### src/rtl/operand_fetch_ctrl_pkg.sv
`default_nettype none
// ============================================================================
// Module   : operand_fetch_ctrl_pkg
// Brief    : Shared widths and FSM state encoding for the operand fetch block
// Revision : 1.0 - initial release
// ============================================================================
package operand_fetch_ctrl_pkg;

    localparam int c_DATA_W = 16;
    localparam int c_REG_AW = 3;

    localparam logic [2:0] c_ST_IDLE     = 3'd0;
    localparam logic [2:0] c_ST_READ_A   = 3'd1;
    localparam logic [2:0] c_ST_READ_B   = 3'd2;
    localparam logic [2:0] c_ST_ISSUE    = 3'd3;
    localparam logic [2:0] c_ST_WAIT_RES = 3'd4;
    localparam logic [2:0] c_ST_WRITE    = 3'd5;

endpackage
`default_nettype wire

### src/rtl/operand_fetch_ctrl_if.sv
`default_nettype none
// ============================================================================
// Module   : operand_fetch_ctrl_if
// Brief    : Request, register-file, execute and result signals of the block
// Revision : 1.0 - initial release
// ============================================================================
interface operand_fetch_ctrl_if #(
    parameter int DATA_W = 16,
    parameter int REG_AW = 3
);
    logic              req_valid;
    logic              req_ready;
    logic [REG_AW-1:0] req_rn;
    logic [REG_AW-1:0] req_rm;
    logic [REG_AW-1:0] req_rd;
    logic              req_two_op;
    logic              req_wb;
    logic [REG_AW-1:0] rf_readnum;
    logic [DATA_W-1:0] rf_data_out;
    logic [REG_AW-1:0] rf_writenum;
    logic              rf_write;
    logic [DATA_W-1:0] rf_data_in;
    logic [DATA_W-1:0] op_a;
    logic [DATA_W-1:0] op_b;
    logic              op_valid;
    logic              op_ready;
    logic              res_valid;
    logic [DATA_W-1:0] res_data;
    logic              res_ready;
    logic              busy;

    // master is the fetch controller itself
    modport master (
        input  req_valid, req_rn, req_rm, req_rd, req_two_op, req_wb,
        input  rf_data_out, op_ready, res_valid, res_data,
        output req_ready, rf_readnum, rf_writenum, rf_write, rf_data_in,
        output op_a, op_b, op_valid, res_ready, busy
    );

    modport slave (
        output req_valid, req_rn, req_rm, req_rd, req_two_op, req_wb,
        output rf_data_out, op_ready, res_valid, res_data,
        input  req_ready, rf_readnum, rf_writenum, rf_write, rf_data_in,
        input  op_a, op_b, op_valid, res_ready, busy
    );
endinterface
`default_nettype wire

### src/rtl/operand_fetch_ctrl_dffe_arn.sv
`default_nettype none
// ============================================================================
// Module   : dffe_arn
// Brief    : Enabled register with asynchronous active-low clear
// Revision : 1.0 - initial release
// ============================================================================
module dffe_arn #(
    parameter int WIDTH = 1
) (
    input  logic             clk,
    input  logic             rst_n,
    input  logic             i_en,
    input  logic [WIDTH-1:0] i_d,
    output logic [WIDTH-1:0] o_q
);

    always_ff @(posedge clk or negedge rst_n) begin
        if (!rst_n) begin
            o_q <= '0;
        end else if (i_en) begin
            o_q <= i_d;
        end
    end

endmodule
`default_nettype wire

### src/rtl/operand_fetch_ctrl.sv
`default_nettype none
// ============================================================================
// Module   : operand_fetch_ctrl
// Brief    : Fetches two operands over one RF read port, issues them, and
//            optionally writes the execute result back
// Revision : 1.0 - initial release
// ============================================================================
module operand_fetch_ctrl
    import operand_fetch_ctrl_pkg::*;
#(
    parameter int DATA_W = c_DATA_W,
    parameter int REG_AW = c_REG_AW
) (
    input  logic                 clk,
    input  logic                 rst_n,
    operand_fetch_ctrl_if.master bus
);

    localparam int c_REQ_W = 3 * REG_AW + 2;

    logic [2:0]        r_state;
    logic              r_req_ready;
    logic              r_op_valid;
    logic              r_res_ready;
    logic              r_rf_write;
    logic              r_busy;
    logic [REG_AW-1:0] r_readnum;
    logic [REG_AW-1:0] r_writenum;

    logic [c_REQ_W-1:0] r_req_q;
    logic [c_REQ_W-1:0] w_req_d;
    logic [REG_AW-1:0]  w_rm_q;
    logic [REG_AW-1:0]  w_rd_q;
    logic               w_two_op_q;
    logic               w_wb_q;

    logic [DATA_W-1:0]  r_op_a;
    logic [DATA_W-1:0]  r_op_b;
    logic [DATA_W-1:0]  r_result;
    logic [DATA_W-1:0]  w_op_b_d;
    logic               w_req_en;
    logic               w_op_a_en;
    logic               w_op_b_en;
    logic               w_res_en;

    assign w_req_d    = {bus.req_rn, bus.req_rm, bus.req_rd, bus.req_two_op, bus.req_wb};
    assign w_rm_q     = r_req_q[2*REG_AW+1:REG_AW+2];
    assign w_rd_q     = r_req_q[REG_AW+1:2];
    assign w_two_op_q = r_req_q[1];
    assign w_wb_q     = r_req_q[0];

    assign w_req_en  = (r_state == c_ST_IDLE) && bus.req_valid;
    assign w_op_a_en = (r_state == c_ST_READ_A);
    // Single-operand requests load zero into op_b while op_a is being read
    assign w_op_b_en = (r_state == c_ST_READ_B) || ((r_state == c_ST_READ_A) && !w_two_op_q);
    assign w_op_b_d  = (r_state == c_ST_READ_B) ? bus.rf_data_out : '0;
    assign w_res_en  = (r_state == c_ST_WAIT_RES) && bus.res_valid;

    dffe_arn #(.WIDTH(c_REQ_W)) u_req_q (
        .clk(clk), .rst_n(rst_n), .i_en(w_req_en), .i_d(w_req_d), .o_q(r_req_q)
    );
    dffe_arn #(.WIDTH(DATA_W)) u_op_a (
        .clk(clk), .rst_n(rst_n), .i_en(w_op_a_en), .i_d(bus.rf_data_out), .o_q(r_op_a)
    );
    dffe_arn #(.WIDTH(DATA_W)) u_op_b (
        .clk(clk), .rst_n(rst_n), .i_en(w_op_b_en), .i_d(w_op_b_d), .o_q(r_op_b)
    );
    dffe_arn #(.WIDTH(DATA_W)) u_result (
        .clk(clk), .rst_n(rst_n), .i_en(w_res_en), .i_d(bus.res_data), .o_q(r_result)
    );

    // Outputs are registered alongside the state so they depend on state only
    always_ff @(posedge clk or negedge rst_n) begin
        if (!rst_n) begin
            r_state     <= c_ST_IDLE;
            r_req_ready <= 1'b1;
            r_op_valid  <= 1'b0;
            r_res_ready <= 1'b0;
            r_rf_write  <= 1'b0;
            r_busy      <= 1'b0;
            r_readnum   <= '0;
            r_writenum  <= '0;
        end else begin
            case (r_state)
                c_ST_IDLE: begin
                    if (bus.req_valid) begin
                        r_state     <= c_ST_READ_A;
                        r_req_ready <= 1'b0;
                        r_busy      <= 1'b1;
                        r_readnum   <= bus.req_rn;
                    end
                end
                c_ST_READ_A: begin
                    if (w_two_op_q) begin
                        r_state   <= c_ST_READ_B;
                        r_readnum <= w_rm_q;
                    end else begin
                        r_state    <= c_ST_ISSUE;
                        r_readnum  <= '0;
                        r_op_valid <= 1'b1;
                    end
                end
                c_ST_READ_B: begin
                    r_state    <= c_ST_ISSUE;
                    r_readnum  <= '0;
                    r_op_valid <= 1'b1;
                end
                c_ST_ISSUE: begin
                    if (bus.op_ready) begin
                        r_op_valid <= 1'b0;
                        if (w_wb_q) begin
                            r_state     <= c_ST_WAIT_RES;
                            r_res_ready <= 1'b1;
                        end else begin
                            r_state     <= c_ST_IDLE;
                            r_req_ready <= 1'b1;
                            r_busy      <= 1'b0;
                        end
                    end
                end
                c_ST_WAIT_RES: begin
                    if (bus.res_valid) begin
                        r_state     <= c_ST_WRITE;
                        r_res_ready <= 1'b0;
                        r_rf_write  <= 1'b1;
                        r_writenum  <= w_rd_q;
                    end
                end
                c_ST_WRITE: begin
                    r_state     <= c_ST_IDLE;
                    r_rf_write  <= 1'b0;
                    r_writenum  <= '0;
                    r_req_ready <= 1'b1;
                    r_busy      <= 1'b0;
                end
                default: begin
                    r_state     <= c_ST_IDLE;
                    r_req_ready <= 1'b1;
                    r_op_valid  <= 1'b0;
                    r_res_ready <= 1'b0;
                    r_rf_write  <= 1'b0;
                    r_busy      <= 1'b0;
                    r_readnum   <= '0;
                    r_writenum  <= '0;
                end
            endcase
        end
    end

    assign bus.req_ready   = r_req_ready;
    assign bus.op_valid    = r_op_valid;
    assign bus.res_ready   = r_res_ready;
    assign bus.rf_write    = r_rf_write;
    assign bus.busy        = r_busy;
    assign bus.rf_readnum  = r_readnum;
    assign bus.rf_writenum = r_writenum;
    assign bus.rf_data_in  = r_result;
    assign bus.op_a        = r_op_a;
    assign bus.op_b        = r_op_b;

endmodule
`default_nettype wire
### src/flat_wrapper.sv
// flat-port wrapper written by rule: the top's interface ports become plain ports
module operand_fetch_ctrl_flat import operand_fetch_ctrl_pkg::*;
#(
    parameter int DATA_W = c_DATA_W,
    parameter int REG_AW = c_REG_AW
)
  (clk, rst_n, bus_req_valid, bus_req_rn, bus_req_rm, bus_req_rd, bus_req_two_op, bus_req_wb, bus_rf_data_out, bus_op_ready, bus_res_valid, bus_res_data, bus_req_ready, bus_rf_readnum, bus_rf_writenum, bus_rf_write, bus_rf_data_in, bus_op_a, bus_op_b, bus_op_valid, bus_res_ready, bus_busy);
  operand_fetch_ctrl_if #(.DATA_W(DATA_W), .REG_AW(REG_AW)) bus_i ();
  input  logic clk;
  input  logic rst_n;
  input wire logic [$bits(bus_i.req_valid)-1:0] bus_req_valid;
  input wire logic [$bits(bus_i.req_rn)-1:0] bus_req_rn;
  input wire logic [$bits(bus_i.req_rm)-1:0] bus_req_rm;
  input wire logic [$bits(bus_i.req_rd)-1:0] bus_req_rd;
  input wire logic [$bits(bus_i.req_two_op)-1:0] bus_req_two_op;
  input wire logic [$bits(bus_i.req_wb)-1:0] bus_req_wb;
  input wire logic [$bits(bus_i.rf_data_out)-1:0] bus_rf_data_out;
  input wire logic [$bits(bus_i.op_ready)-1:0] bus_op_ready;
  input wire logic [$bits(bus_i.res_valid)-1:0] bus_res_valid;
  input wire logic [$bits(bus_i.res_data)-1:0] bus_res_data;
  output wire logic [$bits(bus_i.req_ready)-1:0] bus_req_ready;
  output wire logic [$bits(bus_i.rf_readnum)-1:0] bus_rf_readnum;
  output wire logic [$bits(bus_i.rf_writenum)-1:0] bus_rf_writenum;
  output wire logic [$bits(bus_i.rf_write)-1:0] bus_rf_write;
  output wire logic [$bits(bus_i.rf_data_in)-1:0] bus_rf_data_in;
  output wire logic [$bits(bus_i.op_a)-1:0] bus_op_a;
  output wire logic [$bits(bus_i.op_b)-1:0] bus_op_b;
  output wire logic [$bits(bus_i.op_valid)-1:0] bus_op_valid;
  output wire logic [$bits(bus_i.res_ready)-1:0] bus_res_ready;
  output wire logic [$bits(bus_i.busy)-1:0] bus_busy;
  assign bus_i.req_valid = bus_req_valid;
  assign bus_i.req_rn = bus_req_rn;
  assign bus_i.req_rm = bus_req_rm;
  assign bus_i.req_rd = bus_req_rd;
  assign bus_i.req_two_op = bus_req_two_op;
  assign bus_i.req_wb = bus_req_wb;
  assign bus_i.rf_data_out = bus_rf_data_out;
  assign bus_i.op_ready = bus_op_ready;
  assign bus_i.res_valid = bus_res_valid;
  assign bus_i.res_data = bus_res_data;
  assign bus_req_ready = bus_i.req_ready;
  assign bus_rf_readnum = bus_i.rf_readnum;
  assign bus_rf_writenum = bus_i.rf_writenum;
  assign bus_rf_write = bus_i.rf_write;
  assign bus_rf_data_in = bus_i.rf_data_in;
  assign bus_op_a = bus_i.op_a;
  assign bus_op_b = bus_i.op_b;
  assign bus_op_valid = bus_i.op_valid;
  assign bus_res_ready = bus_i.res_ready;
  assign bus_busy = bus_i.busy;
  operand_fetch_ctrl #(.DATA_W(DATA_W), .REG_AW(REG_AW)) u_core (.clk(clk), .rst_n(rst_n), .bus(bus_i));
endmodule
### config.mk
export PLATFORM = sky130hd
export DESIGN_NAME = operand_fetch_ctrl_flat
export DESIGN_NICKNAME = d
export VERILOG_FILES = /design/src/rtl/operand_fetch_ctrl_pkg.sv /design/src/rtl/operand_fetch_ctrl_if.sv /design/src/rtl/operand_fetch_ctrl_dffe_arn.sv /design/src/rtl/operand_fetch_ctrl.sv /design/src/flat_wrapper.sv
export SDC_FILE = /design/constraint.sdc
export NUM_CORES = 1
export LEC_CHECK = 0
export CAP_MARGIN = 10
export CORE_UTILIZATION = 44
export DETAILED_ROUTE_END_ITERATION = 10
export PLACE_DENSITY = 0.8
export SYNTH_ARGS = -nofsm -noshare
export SYNTH_HDL_FRONTEND = slang
export SYNTH_SLANG_ARGS = --single-unit
export TNS_END_PERCENT = 20
### constraint.sdc
create_clock -name clk -period 2.2 [get_ports clk]
set_input_delay 0.66 -clock clk [delete_from_list [all_inputs] [get_ports clk]]
set_output_delay 0.66 -clock clk [all_outputs]
set_load 0.1 [all_outputs]
==> impl_metrics.json <==
{
  "clk_path_buf_depth": 2,
  "die_w_um": 82.9,
  "reg2reg_depth": 3,
  "r2r_end": "u_core.u_op_b.o_q[10]$_DFFE_PN0P_",
  "worstSetupStartpointType": "flip-flop",
  "tightest_slew_ns": 0.740,
  "drt_first_iter_violations": 63,
  "first_pass_iters": 4,
  "hold_viol_final": 0,
  "fin_nets": 366,
  "max_freq_mhz": 554,
  "cts_max_level": 3,
  "tritoncts": "yes",
  "dpl.hpwl_um": 4580,
  "slew_headroom_pct": 50.6,
  "rows": 29,
  "synthCells": 203,
  "startpoint": "u_core.r_state[1]$_DFFE_PN0P_",
  "end_kind": "flip-flop",
  "synth_top_cell_area_share_pct": 60.0,
  "status": "finished clean",
  "critPathRequiredTime_ns": 2.46,
  "grt_pass1_wl_um": 10900,
  "grt_max_degree": 28,
  "cts_setup_buffers": 0,
  "ys_warn_count": 0,
  "synth.avg_cell_area_um2": 14.2,
  "async_flop_share_pct": 100,
  "die_h_um": 82.9,
  "hold-worst-slack_ns": 0.278,
  "placed_cells": 384,
  "grt_pass1_vias": 2174,
  "skew_ns": 0.00735,
  "cts.clk_slew.worst_paths_ns": 0.07,
  "die-area_mm2": 0.00686,
  "reg2reg_slack_ns": 0.40,
  "worstPathCellList": "nor2b_1 > o21bai_2 > a22o_1",
  "n_antenna_cell": 0,
  "cts_made_buffers": 9,
  "ys_ff_latch": 70,
  "drv_slew": 0,
  "yosysSeqAreaShare_pct": 60.9,
  "synth.cell_area_mm2": 0.00288,
  "antenna_found_initial": 0,
  "area_delta_synth_final_pct": 41.8,
  "path_max_fanout": 17,
  "yosys-top-cells-area": "dfrtp_1, mux2_2, a22o_1",
  "routed_via_density": 5.27,
  "nFillCells": 498,
  "drtAntennaViolNets": 0,
  "gp_congestion": 0.762,
  "cp_top_family": "compound AO/OA/AOI/OAI gates",
  "num_io_pins": 107,
  "hp-class": "input port to async pin",
  "final_cells": 399,
  "r2r_start": "u_core.r_state[1]$_DFFE_PN0P_",
  "slowest_stage": "o21bai_2",
  "synth_cell_types": 39,
  "min_period_ns": 1.80,
  "cts_hold_buf": 0,
  "grt_overflow": 0,
  "cts_resized": 0,
  "wire_per_inst_um": 16.5,
  "synthesis.nets": 251,
  "cts-root-buf": "clkbuf_8",
  "synth_edf_count": 0,
  "synth_top_cell_by_area": "dfrtp_1",
  "wl_um": 6560,
  "worst_ep_arrival_time_ns": 2.07,
  "fin_crit_sh_pct": 82.0,
  "layout_commonest_cell": "dfrtp_1",
  "maxCapViolations": 0,
  "portBuffers": 106,
  "setup_viol": 0,
  "cp.buffers_inverters": 0,
  "synth_ff_type": "dfrtp_1",
  "critPathKind": "flip-flop to flip-flop",
  "vias": 2101,
  "insertion_delay_ns": 0.33,
  "start_util_pct": 45.6,
  "rsz0062_at_grt": "no",
  "cts_sinks": 70,
  "globalRouteTotalUtil_pct": 20.2,
  "post-route-drc-count": 0,
  "final_cell_mix": "dfrtp_1, buf_4, clkdlybuf4s50_1",
  "drive_above_1_share_pct": 41.0,
  "tns_ns": 0,
  "core_mm2": 0.00631,
  "slowest_delay_ns": 0.62
}
[Yosys cell counts, types with 2 or more instances]
cell and number:
nand2_1 7, nor2b_1 2, mux2_2 31, buf_6 3
buf_2 4, nand3_1 3, nor2_1 7, and3b_1 3
a32o_1 2, and3_1 2, o21ai_0 7, a211o_1 3
a22o_1 19, mux2_4 7, a21oi_1 4, inv_1 4
a21o_1 2, buf_4 4, dfrtp_1 69
[metrics by stage]
stage                     util, %  instance area (um2)  setup WS (ns)
after floorplan                 -                 2880          0.622
after detailed placement     61.9                 3910          0.128
after global placement       61.9                 3910          0.158
after CTS                    64.6                 4080          0.374
final                        64.6                 4080          0.395
after global routing         64.6                 4080          0.296
[kinds of logic after synthesis]
logic type,synth area share [%]
flip-flops,60.9
AO/OA/AOI/OAI,11.8
multiplexers,16.2
AND/OR/NAND/NOR,7.40
buffers and inverters,3.70
[flip-flops by register name (all words and copies together) (netlist names)]
| signal | cells |
|---|---|
| u_core.u_op_a.o_q | 16 |
| u_core.u_op_b.o_q | 16 |
| u_core.u_result.o_q | 16 |
| u_core.u_req_q.o_q | 8 |
| u_core.bus.rf_readnum | 3 |
| u_core.bus.rf_writenum | 3 |
| u_core.r_state | 3 |
| u_core.bus.busy | 1 |
| u_core.bus.op_valid | 1 |
| u_core.bus.req_ready | 1 |
| u_core.bus.res_ready | 1 |
| u_core.bus.rf_write | 1 |
[final cells by class]
cell class                 instances  area (um2)  area share, %
clock inverter                     5        36.3          0.889
sequential                        70        1750           43.0
clock buffer                      10         138           3.37
multi-input combinational        116        1020           24.9
tap                               77        96.3           2.36
inverter                           5        18.8          0.460
timing repair buffer             116        1020           25.0
[worst max-delay path by stage]
stage,depth (start not counted),end,slack [ns]
finish,3,u_core.u_op_b.o_q[10]$_DFFE_PN0P_,0.40
global route,3,u_core.u_op_b.o_q[1]$_DFFE_PN0P_,0.30
CTS,3,u_core.u_op_b.o_q[10]$_DFFE_PN0P_,0.37
detailed placement,4,u_core.u_req_q.o_q[3]$_DFFE_PN0P_,0.13
global placement,4,u_core.u_req_q.o_q[2]$_DFFE_PN0P_,0.16
floorplan,3,u_core.u_req_q.o_q[1]$_DFFE_PN0P_,0.62
[metal layers]
layer	GRT usage [%]	vias to the layer above	wire [um]
met5	0	-	0
met4	10.2	0	158
met3	3.38	17	307
met2	33.4	73	3230
met1	25.8	1044	2870
li1	-	967	-
Power is left out: the tool's default activity adds up to more than one toggle a clock period on the data nets, which glitch-free logic cannot reach.
